`src/rtl/aes_pkg.sv`:
```
// Shared definitions for the Rijndael ShiftRows blocks.
//   nb_legal   : 1 when NB (state columns) is a legal Rijndael block size
//   row_offset : row rotation amount Cr for a given NB and row
//   occ_e      : occupancy of the two-entry elastic buffer
package aes_pkg;

  typedef enum logic [1:0] {
    OCC_EMPTY = 2'd0,
    OCC_ONE   = 2'd1,
    OCC_TWO   = 2'd2
  } occ_e;

  function automatic bit nb_legal(input int nb);
    return (nb == 4) || (nb == 6) || (nb == 8);
  endfunction

  // Row 0 never moves; the 256-bit block skips offset 2 in favour of 3/4.
  function automatic int row_offset(input int nb, input int row);
    if (row == 0) return 0;
    if ((nb == 8) && (row >= 2)) return row + 1;
    return row;
  endfunction

endpackage

```
`src/rtl/shift_rows_perm.sv`:
```
// Combinational (Inv)ShiftRows byte permutation.
//   data    : state, column-major, byte s(r,c) at [DW-1-8*(4c+r) -: 8]
//   inv     : 0 = rotate rows left (ShiftRows), 1 = rotate right (InvShiftRows)
//   shifted : permuted state, same byte layout
module shift_rows_perm
  import aes_pkg::*;
#(
  parameter  int NB = 4,
  localparam int DW = 32 * NB
) (
  input  logic [DW-1:0] data,
  input  logic          inv,
  output logic [DW-1:0] shifted
);

  // Pure wiring: every source index is an elaboration-time constant.
  for (genvar r = 0; r < 4; r++) begin : g_row
    localparam int OFF = row_offset(NB, r);
    for (genvar c = 0; c < NB; c++) begin : g_col
      localparam int SRC_FWD = (c + OFF) % NB;
      localparam int SRC_INV = (c - OFF + NB) % NB;
      assign shifted[DW-1-8*(4*c+r) -: 8] =
        inv ? data[DW-1-8*(4*SRC_INV+r) -: 8]
            : data[DW-1-8*(4*SRC_FWD+r) -: 8];
    end
  end

endmodule

```
`src/rtl/shift_rows_stream.sv`:
```
// Streaming (Inv)ShiftRows stage with a two-entry elastic buffer.
//   clk, rst            : rising-edge clock, synchronous active-low reset
//   in_valid/in_ready   : input handshake (in_ready is registered)
//   in_data, in_inv     : state block and per-block direction select
//   out_valid/out_ready : output handshake
//   out_data            : permuted state block
//   blk_cnt             : wrapping count of delivered blocks
module shift_rows_stream
  import aes_pkg::*;
#(
  parameter  int NB    = 4,
  parameter  int CNT_W = 16,
  localparam int DW    = 32 * NB
) (
  input  logic             clk,
  input  logic             rst,
  input  logic             in_valid,
  output logic             in_ready,
  input  logic [DW-1:0]    in_data,
  input  logic             in_inv,
  output logic             out_valid,
  input  logic             out_ready,
  output logic [DW-1:0]    out_data,
  output logic [CNT_W-1:0] blk_cnt
);

  if (!nb_legal(NB)) begin : g_nb_illegal
    $error("shift_rows_stream: NB must be 4, 6 or 8");
  end

  occ_e             state_q, state_d;
  logic             in_ready_q;
  logic [DW-1:0]    main_q, skid_q, shifted;
  logic [CNT_W-1:0] blk_cnt_q;
  logic             in_xfer, out_xfer;
  logic             load_main, load_skid, main_from_skid;

  // Permute before storage so both buffer entries already hold output data.
  shift_rows_perm #(.NB(NB)) u_perm (
    .data    (in_data),
    .inv     (in_inv),
    .shifted (shifted)
  );

  assign in_xfer  = in_valid && in_ready_q;
  assign out_xfer = out_valid && out_ready;

  // NOTE: every output of this block gets a default first, so no path leaves
  // a signal unassigned and no latch is inferred.
  always_comb begin
    state_d        = state_q;
    load_main      = 1'b0;
    load_skid      = 1'b0;
    main_from_skid = 1'b0;
    unique case (state_q)
      OCC_EMPTY: begin
        if (in_xfer) begin
          load_main = 1'b1;
          state_d   = OCC_ONE;
        end
      end
      OCC_ONE: begin
        if (in_xfer && out_xfer) begin
          load_main = 1'b1;
        end else if (in_xfer) begin
          load_skid = 1'b1;
          state_d   = OCC_TWO;
        end else if (out_xfer) begin
          state_d   = OCC_EMPTY;
        end
      end
      OCC_TWO: begin
        if (out_xfer) begin
          main_from_skid = 1'b1;
          state_d        = OCC_ONE;
        end
      end
      default: state_d = OCC_EMPTY;
    endcase
  end

  // NOTE: sequential state uses non-blocking assignments so every register
  // samples the pre-edge values of its neighbours.
  always_ff @(posedge clk) begin
    if (!rst) begin
      state_q    <= OCC_EMPTY;
      in_ready_q <= 1'b0;
      // NOTE: the data registers are reset too, so a flushed buffer presents
      // all-zero data rather than a stale block.
      main_q     <= '0;
      skid_q     <= '0;
      blk_cnt_q  <= '0;
    end else begin
      state_q    <= state_d;
      // Registered copy of "not full" for the state being entered.
      in_ready_q <= (state_d != OCC_TWO);
      if (load_main)           main_q <= shifted;
      else if (main_from_skid) main_q <= skid_q;
      if (load_skid)           skid_q <= shifted;
      if (out_xfer)            blk_cnt_q <= blk_cnt_q + CNT_W'(1);
    end
  end

  assign in_ready  = in_ready_q;
  assign out_valid = (state_q != OCC_EMPTY);
  assign out_data  = main_q;
  assign blk_cnt   = blk_cnt_q;

endmodule

```
`config.mk`:
```
export PLATFORM = sky130hd
export DESIGN_NAME = shift_rows_stream
export DESIGN_NICKNAME = d
export VERILOG_FILES = /design/src/rtl/aes_pkg.sv /design/src/rtl/shift_rows_perm.sv /design/src/rtl/shift_rows_stream.sv
export SDC_FILE = /design/constraint.sdc
export NUM_CORES = 1
export LEC_CHECK = 0
export BUFFER_PORTS_ARGS = -buffer_cell sky130_fd_sc_hd__buf_2
export CAP_MARGIN = 15
export CORE_AREA = 2 2 155 157
export CTS_BUF_LIST = sky130_fd_sc_hd__clkbuf_8
export DETAILED_ROUTE_END_ITERATION = 16
export DIE_AREA = 0 0 157 159
export PLACE_DENSITY = 0.73
export SETUP_SLACK_MARGIN = 0.15
export SKIP_LAST_GASP = 1
export SLEW_MARGIN = 20
export SYNTH_ARGS = -nofsm -noshare
export SYNTH_HDL_FRONTEND = slang
export SYNTH_SLANG_ARGS = --single-unit
```
`constraint.sdc`:
```
create_clock -name clk -period 1.6 [get_ports clk]
set_input_delay 0.32 -clock clk [delete_from_list [all_inputs] [get_ports clk]]
set_output_delay 0.32 -clock clk [all_outputs]
set_load 0.1 [all_outputs]
```
==> reports/results.tsv, run 1 <==
metric	value	unit
switching power	0.006742	W
drc violations	0	
switching part of the total	35.18	%
clock share of power	34.0	%
R2R cell count	8	
Unique masters post-synth	31	
cell-internal power	0.01242	W
Startpoint Class	flop	
CP arrival	2.46	ns
root buffer cell	clkbuf_8	
Iteration-0 DRC Markers	1178	
die footprint	0.02496	mm^2
largest net degree at the start of global routing	65	
r2r startpoint	state_q[1]	
worst reg2reg path endpoint	skid_q[81]	
hpwl dp	19640	um
CP Capture Type	flop	
crit path kind	flop to flop	
Worst-path clk slew	0.07	ns
initial antenna violation count	1	
Clock Tree Buf Depth	3	
CTS sink cnt	275	
worst slew pin tran	0.5699	ns
vias	12670	
Nets	1805	
syn_nets	1369	
Setup WS post-layout	-0.4692	ns
Final Max Slew Viols	0	
vias in the first global route	11280	
hold path endpoint	skid_q[107]	
IO Pins	279	
Die Ht	159	um
Comb power frac	26.7	%
Reg2Reg Setup Slack	-0.47	ns
Post-Synthesis Cells	1235	
commonest non-fill, non-tap cell in the layout	nor2_1	
class of the worst hold path	primary input to flop	
VDD IR max	1.025	mV
fin crit share	129.3	%
post-layout total power	0.01916	W
CTS tree	yes	
min-delay src	in_data[43]	
share of cells above drive strength 1	61.64	%
H-tree depth	2	
endpoints failing hold	0	
Max-Slew Margin vs Limit	60.92	%
Tmin final	2.069	ns
area fraction of the dominant cell type after synthesis	47.91	%
sequential share of the synthesized area	47.91	%
pre-CTS WS	-0.06498	ns
async set-reset flop share out of synthesis	0	%
finished layout cell area	0.02075	mm^2
failing checks	setup timing	
Worst Skew	0.02010	ns
placed cells	1782	
DR WL/cell	26.80	um
Leak	8.920	nW
Sequential Power Share	39.2	%
first-pass GRT wire length	59330	um
outcome	complete, but fails checks	
DR vias/cell	6.253	
max_cap viols	0	
Area Growth Syn to Fin	80.63	%
Post-synth EDFFs	0	
port bufs	278	
WP data required	1.99	ns
Rows	56	
top cells by area, synth	dfxtp_1 48%, a211oi_1 13%, mux2i_1 12%	
Hold Path Depth	3	
routability cong.	0.8204	
post-route insts no fill	2026	
#FFs+latches synth	275	
hold_ws	0.02141	ns
final wirelength	54300	um
Starting Density	49.54	%
post-route ant nets	0	
GRT Total Usage	29.41	%
drt first pass iters	5	
Synth warnings	0	
RSZ-0062 raised after global routing	true	
Post-Syn Area per Cell	9.303	um^2
TritonCTS Buffers	46	
Die X-Extent	157	um
ys flop type	dfxtp_1	
critical path fanouts, max	7	
post-synthesis cell area	0.01149	mm^2
commonest non-fill, non-tap cells in the layout	135 x nor2_1, 131 x buf_2, 129 x dfxtp_1, 128 x dfxtp_2, 127 x mux2i_1	
fmax	483.3	MHz
dpl cell area	0.01377	mm^2
leading area contributor after synthesis	dfxtp_1	
area of the core	0.02319	mm^2
worst skew pair latency	0.57	ns
Final Setup Violations	238	
GRT overflow	0	
pwr dens	923.4	mW/mm^2
[sequential cells by signal (all words and copies together) (netlist names)]
register  count
blk_cnt      16
in_ready      1
out_data    128
skid_q      128
state_q       2
[final cells by class]
type,instances,area [um^2]
Tap cell,319,399.1
Antenna cell,2,5.005
Clock buffer,61,839.6
Clock inverter,21,85.08
Sequential cell,275,5733
Inverter,3,18.77
Multi-Input combinational cell,850,7146
Fill cell,809,2439
Timing Repair Buffer,495,6528
[synthesized netlist by cell type (all sizes together), types with 2 or more instances]
cell / count
nor4: 4
a211oi: 192
o21ai: 3
mux2i: 134
nand2b: 4
xor2: 2
nor3: 5
inv: 3
or3: 2
buf: 52
nand2: 137
nor2: 208
mux2: 64
clkbuf: 56
dfxtp: 275
nand3b: 2
nand3: 8
nand4: 3
a21oi: 67
xnor2: 8
[layer usage]
| metal | GRT usage, % | share of wire (%) |
|---|---|---|
| met2 | 51.89 | 50 |
| met1 | 32.73 | 33 |
| met5 | 0 | 0 |
| met3 | 7.839 | 8.4 |
| met4 | 13.64 | 8.3 |
[how the worst max path moves through the flow]
| stage | startpoint | to | slack [ns] | depth (start not counted) |
|---|---|---|---|---|
| 3_5_place_dp | out_ready | out_data[42] | -0.06 | 6 |
| 6_report | state_q[1] | skid_q[81] | -0.47 | 8 |
| 4_1_cts | state_q[1] | out_valid | -0.17 | 3 |
| 2_1_floorplan | blk_cnt[1] | blk_cnt[14] | 0.06 | 5 |
| 5_1_grt | state_q[1] | skid_q[81] | -0.45 | 8 |
| 3_3_place_gp | out_ready | out_data[47] | 0.01 | 6 |
[cells by family after synthesis]
family,share of synthesized area (%)
buffers and inverters,4.628
xor gates and xnor gates,0.7623
muxes,17.95
AOI/OAI and AO/OA,15.67
DFF,47.91
and+or+nand+nor,12.97
adders and majority gates,0.1089
[through the flow]
stage,TNS [ns],utilization [%]
global route,-35.49,89.47
CTS,-10.78,77.23
floorplan,0,-
global placement,0,59.39
detailed placement,-0.7137,59.39
finish,-27.32,89.49
[power groups by stage]
| stage | clock network (W) | registers, W | logic [W] |
|---|---|---|---|
| 2_1_floorplan | 0 | 0.00923 | 0.000932 |
| 3_3_place_gp | 0 | 0.00746 | 0.00346 |
| 3_5_place_dp | 0 | 0.00746 | 0.00350 |
| 4_1_cts | 0.00629 | 0.00746 | 0.00437 |
| 5_1_grt | 0.00678 | 0.00753 | 0.00524 |
| 6_report | 0.00652 | 0.00752 | 0.00512 |
[critical path: stages, from the launching register on]
cell      delay [ns]
dfxtp_4         0.36
buf_6           0.13
nand3b_1        0.22
nor2_4          0.19
buf_12          0.14
buf_16          0.15
buf_12          0.13
nor2_1          0.05
a211oi_1        0.53
[what timing repair did]
action,CTS,global route
setup buffers,33,47
resized for setup,592,450
pin swaps,17,195
endpoints found under the hold margin,26,0
hold buffers,26,0
gates cloned,24,30
setup endpoints to repair,380,345
Note: power is estimated with default switching activity, not from simulation.
==> inputs of run 2 (changes only) <==
--- a/config.mk
+++ b/config.mk
@@ -12,7 +12,7 @@
 export DETAILED_ROUTE_END_ITERATION = 16
 export DIE_AREA = 0 0 157 159
 export PLACE_DENSITY = 0.73
-export SETUP_SLACK_MARGIN = 0.15
+export SETUP_SLACK_MARGIN = 0.02
 export SKIP_LAST_GASP = 1
 export SLEW_MARGIN = 20
 export SYNTH_ARGS = -nofsm -noshare
==> constraint.sdc (replaced) <==
create_clock -name clk -period 1.6 [get_ports clk]
set_input_delay 0.32 -clock clk [delete_from_list [all_inputs] [get_ports clk]]
set_output_delay 0.32 -clock clk [all_outputs]
set_load 0.05 [all_outputs]
==> run 2 against run 1 <==
  * The flow still finishes with violations (setup timing)
  * Total power shrank 14%
  * Clock-buffer cell count is the same
  * Highest routed layer unchanged
  * First-iteration DRC count shrank 56%
  * Cell count shrank 4.1%
  * Largest cell class unchanged
==> reports/results.tsv, run 2 (synthesis gave the netlist of run 1 again) <==
metric	value	unit	change
CP Capture Type	flop		
Antenna Cells	0		-2
Startpoint Class	flop		
GRT overflow	0		unchanged
worst path bufs/invs	5		+1
endpoints failing hold	0		unchanged
largest net degree at the start of global routing	65		unchanged
fin crit share	108.5	%	-21 points
area of the core	0.02319	mm^2	unchanged
outcome	complete, but fails checks		
failing checks	setup timing		
finished layout cell area	0.01617	mm^2	-22%
Setup WS post-layout	-0.1356	ns	+0.3335 ns
RSZ-0062 raised after global routing	true		
TritonCTS Buffers	46		unchanged
post-route insts no fill	1942		-4.1%
Final Setup Violations	75		-68%
vias in the first global route	9552		-15%
Clock Tree Buf Depth	3		unchanged
hpwl dp	19510	um	-0.65%
Area Growth Syn to Fin	40.71	%	
vias	10440		-18%
commonest non-fill, non-tap cell in the layout	buf_2		
slowest stage cell, crit path	dfxtp_2		
critical path fanouts, max	7		unchanged
drc violations	0		unchanged
Reg2Reg Setup Slack	-0.14	ns	+0.33 ns
CP Cell Sequence	buf_4, nand3b_1, buf_6, buf_12, buf_16, clkbuf_16, mux2i_1, a211oi_1		
Worst-path clk slew	0.06	ns	about the same
min-delay src	in_data[88]		
max_cap viols	0		unchanged
CTS tree	yes		
final wirelength	33390	um	-39%
worst reg2reg path endpoint	out_data[29]		
CP max stage delay	0.32	ns	-0.21 ns
Die Ht	159	um	unchanged
worst slew pin tran	0.4520	ns	-0.1178 ns
Leak	7.236	nW	-19%
Nets	1723		-4.5%
post-layout total power	0.01641	W	-14%
placed cells	1778		-0.22%
first-pass GRT wire length	47130	um	-21%
root buffer cell	clkbuf_8		
die footprint	0.02496	mm^2	unchanged
CP top delay family	buffers and inverters		
Rows	56		unchanged
CP arrival	2.18	ns	-0.28 ns
WP data required	2.04	ns	+0.05 ns
IO Pins	279		unchanged
Final Max Slew Viols	0		unchanged
pwr dens	1015	mW/mm^2	+9.9%
class of the worst hold path	primary input to flop		
routability cong.	0.7956		-3.0%
GRT Total Usage	22.79	%	-6.6 points
fmax	576.2	MHz	+19%
post-route ant nets	0		unchanged
VDD IR max	0.8562	mV	-16%
share of cells above drive strength 1	37.89	%	-24 points
dpl cell area	0.01361	mm^2	-1.2%
hold path endpoint	skid_q[88]		
r2r startpoint	state_q[0]		
Worst Skew	0.01678	ns	-0.003325 ns
Iteration-0 DRC Markers	513		-56%
commonest non-fill, non-tap cells in the layout	270 x buf_2, 264 x dfxtp_1, 180 x nor2_1, 149 x a211oi_1, 135 x nand2_1		
Starting Density	49.54	%	unchanged
crit path kind	flop to flop		
Hold Path Depth	3		unchanged
TNS Setup	-4.136	ns	+23.18 ns
H-tree depth	2		unchanged
DR vias/cell	5.377		-14%
Tmin final	1.736	ns	-0.3335 ns
Die X-Extent	157	um	unchanged
initial antenna violation count	0		-1
DR WL/cell	17.19	um	-36%
R2R cell count	8		unchanged
worst skew pair latency	0.54	ns	-0.03 ns
port bufs	278		unchanged
drt first pass iters	5		unchanged
Max-Slew Margin vs Limit	69.00	%	+8.1 points
CTS sink cnt	275		unchanged
-- run 2: cell count changes in the layout (fill, tap and decap cells not counted), moves of 45 or more --
cell      delta
buf_2      +139
dfxtp_1    +135
dfxtp_2    -118
buf_12      -90
a211oi_1    +59
buf_6       -59
a211oi_2    -58
a21oi_1     +57
a21oi_2     -57
nand2_1     +55
nand2_4     -47
nor2_1      +45
-- run 2: worst min-delay path, delay by kind of cell --
family          cells  cell delay, ns
buf+inv             1            0.10
simple gates        1            0.05
compound gates      1            0.05
-- run 2: per-stage QoR --
step	worst slack (ns)	hold WS, ns	utilization, %
after floorplan	-0.06989	0.4357	-
after global placement	0.01521	0.4408	58.69
after detailed placement	-0.04935	0.4458	58.69
after CTS	-0.1057	0.0009799	64.53
after global routing	-0.1823	0.0002331	69.71
final	-0.1356	0.03302	69.71
-- run 2: where the power goes --
part | internal (W) | switching, W
Sequential | 0.00715 | 0.000164
Combinational | 0.00101 | 0.00188
Clock | 0.00340 | 0.00281
-- run 2: worst max-delay path by stage --
stage	to	cells after the start	startpoint	slack, ns
2_1_floorplan	blk_cnt[14]	5	blk_cnt[0]	-0.07
3_3_place_gp	out_data[99]	6	out_ready	0.02
3_5_place_dp	out_data[83]	6	out_ready	-0.05
4_1_cts	out_valid	3	state_q[0]	-0.11
5_1_grt	out_data[86]	8	state_q[1]	-0.18
6_report	out_data[29]	8	state_q[0]	-0.14
-- run 2: layout make-up --
cell class,instances,area [um^2]
Fill cell,1710,7025
Multi-Input combinational cell,850,5849
Sequential cell,275,5522
Timing Repair Buffer,413,3448
Clock buffer,61,839.6
Tap cell,319,399.1
Clock inverter,21,90.09
Inverter,3,18.77
-- run 2: layer usage --
metal | wire length [um] | GRT usage [%]
met5 | 0 | 0
met2 | 16620 | 37.80
met4 | 642 | 6.047
met3 | 2623 | 7.267
met1 | 13500 | 28.57
-- run 2: what timing repair did --
action,in CTS,in global routing
gates resized for setup,13,116
endpoints found under the setup margin,32,159
setup buffers,4,25
hold buffers,26,0
pin swaps,3,66
endpoints found under the hold margin,26,0
cloned,3,24
==> inputs of run 3 (changes only) <==
--- a/config.mk
+++ b/config.mk
@@ -11,7 +11,7 @@
 export CTS_BUF_LIST = sky130_fd_sc_hd__clkbuf_8
 export DETAILED_ROUTE_END_ITERATION = 16
 export DIE_AREA = 0 0 157 159
-export PLACE_DENSITY = 0.73
+export PLACE_DENSITY_LB_ADDON = 0.08
 export SETUP_SLACK_MARGIN = 0.02
 export SKIP_LAST_GASP = 1
 export SLEW_MARGIN = 20
==> run 3 against run 2 <==
  * Sequential power about the same
  * Largest power group unchanged
  * Wire length down 9.3%
  * The run still ends with setup timing left
  * Global-route usage is 0.22 points lower
  * Combinational power decreased by 8.3%
  * Clock-buffer cell count decreased by 1
  * Flip-flop and latch count is the same
  * Critical path type is now flop to primary output
==> reports/results.tsv, run 3 (synthesis gave the netlist of run 1 again) <==
metric	value	unit	change
outcome	complete, but fails checks		
failing checks	setup timing		
Die Ht	159	um	unchanged
DR WL/cell	15.97	um	-7.1%
largest net degree at the start of global routing	46		-29%
cell-internal power	0.01137	W	-1.7%
root buffer cell	clkbuf_8		
switching power	0.004657	W	-4.0%
drt first pass iters	6		+1
Rows	56		unchanged
RSZ-0062 raised after global routing	true		
Fillers	1988		+16%
vias	9988		-4.4%
worst skew pair latency	0.55	ns	about the same
initial antenna violation count	2		+2
GRT overflow	0		unchanged
share of cells above drive strength 1	32.02	%	-5.9 points
multi-input gate area in the final layout	0.005522	mm^2	-5.6%
CTS tree	yes		
first-pass GRT wire length	46620	um	-1.1%
final wirelength	30270	um	-9.3%
fin crit share	101.2	%	-7.2 points
port bufs	278		unchanged
pre-CTS WS	-0.04501	ns	+0.004344 ns
Sequential Power Share	45.7	%	+1.1 points
max_cap viols	0		unchanged
TritonCTS Buffers	48		+4.3%
drc violations	0		unchanged
Worst Skew	0.01896	ns	+0.002180 ns
CP arrival	1.30	ns	-0.88 ns
Nets	1679		-2.6%
crit path kind	flop to primary output		
H-tree depth	2		unchanged
Comb power frac	16.6	%	-1.0 points
area of the core	0.02319	mm^2	unchanged
routability cong.	0.7644		-3.9%
Final Max Slew Viols	0		unchanged
Iteration-0 DRC Markers	418		-19%
Tmin final	1.620	ns	-0.1159 ns
Setup WS post-layout	-0.01975	ns	+0.1159 ns
dpl cell area	0.01364	mm^2	+0.18%
DR vias/cell	5.271		-2.0%
Seq. cell area	0.005519	mm^2	about the same
post-route ant nets	0		unchanged
switching part of the total	29.06	%	-0.49 points
Worst-path clk slew	0.06	ns	about the same
GRT Total Usage	22.57	%	-0.22 points
Clock Tree Buf Depth	3		unchanged
Starting Density	49.54	%	unchanged
clock share of power	37.8	%	about the same
Final Setup Violations	1		-99%
IO Pins	279		unchanged
pwr dens	1067	mW/mm^2	+5.1%
Leak	6.744	nW	-6.8%
finished layout cell area	0.01502	mm^2	-7.1%
VDD IR max	0.6960	mV	-19%
vias in the first global route	9230		-3.4%
die footprint	0.02496	mm^2	unchanged
WP data required	1.28	ns	-0.76 ns
Startpoint Class	flop		
hpwl dp	19860	um	+1.8%
commonest non-fill, non-tap cell in the layout	buf_2		
Area Growth Syn to Fin	30.71	%	
Max-Slew Margin vs Limit	67.94	%	-1.1 points
class of the worst hold path	primary input to flop		
commonest non-fill, non-tap cells in the layout	268 x buf_2, 264 x dfxtp_1, 206 x nor2_1, 188 x a211oi_1, 135 x nand2_1		
CP Capture Type	primary output		
critical path fanouts, max	6		-1
worst slew pin tran	0.4777	ns	+0.02566 ns
Die X-Extent	157	um	unchanged
endpoints failing hold	0		unchanged
CTS sink cnt	275		unchanged
fmax	617.4	MHz	+7.2%
## run 3: worst paths after layout
path,from,end,slack [ns],depth (start not counted)
hold / removal,in_data[78],skid_q[14],0.03,3
setup reg to reg,state_q[1],out_data[5],0.07,6
setup / recovery,state_q[0],out_valid,-0.02,2
hold reg to reg,skid_q[78],skid_q[78],0.45,2
## run 3: power by group through the flow
stage | clock, W | sequential [W] | combinational [W]
2_1_floorplan | 0 | 0.00829 | 0.000907
3_3_place_gp | 0 | 0.00745 | 0.00252
3_5_place_dp | 0 | 0.00746 | 0.00255
4_1_cts | 0.00621 | 0.00732 | 0.00259
5_1_grt | 0.00653 | 0.00735 | 0.00283
6_report | 0.00605 | 0.00732 | 0.00265
## run 3: what timing repair did
item | in CTS | in global routing
buffers inserted | 0 | 10
hold buffers | 16 | 0
pin swaps | 0 | 3
resized for setup | 10 | 16
gates cloned | 0 | 5
endpoints found under the setup margin | 13 | 57
hold endpoints to repair | 16 | 0
## run 3: layer usage
layer	wire [um]	vias up	global-route usage (%)
met5	0	-	0
met2	14070	278	36.04
met4	588	0	6.756
li1	-	4984	-
met1	13370	4678	29.30
met3	2236	48	6.995
## run 3: metrics by stage
step	cells	util [%]	hold WS [ns]	TNS, ns	power (W)
finish	1895	64.76	0.02862	-0.01975	0.01603
floorplan	1235	-	0.4357	-0.06989	0.009198
global route	1894	64.74	0.007747	-0.2078	0.01671
CTS	1878	63.49	0.0002245	-0.04811	0.01612
detailed placement	1783	58.80	0.4462	-0.3864	0.01001
global placement	1783	58.80	0.4410	-0.003380	0.009973
## run 3: final cells by class
type / instances / area share [%]
inverter: 3 / 0.1250
timing repair buffer: 368 / 17.67
tap: 319 / 2.658
clock buffer: 60 / 5.499
antenna: 2 / 0.03332
clock inverter: 19 / 0.4999
multi-input combinational: 849 / 36.77
sequential: 275 / 36.75
## run 3: critical path, stage by stage (launching register included)
cell     delay (ns)
dfxtp_2        0.34
or2_4          0.27
buf_6          0.16
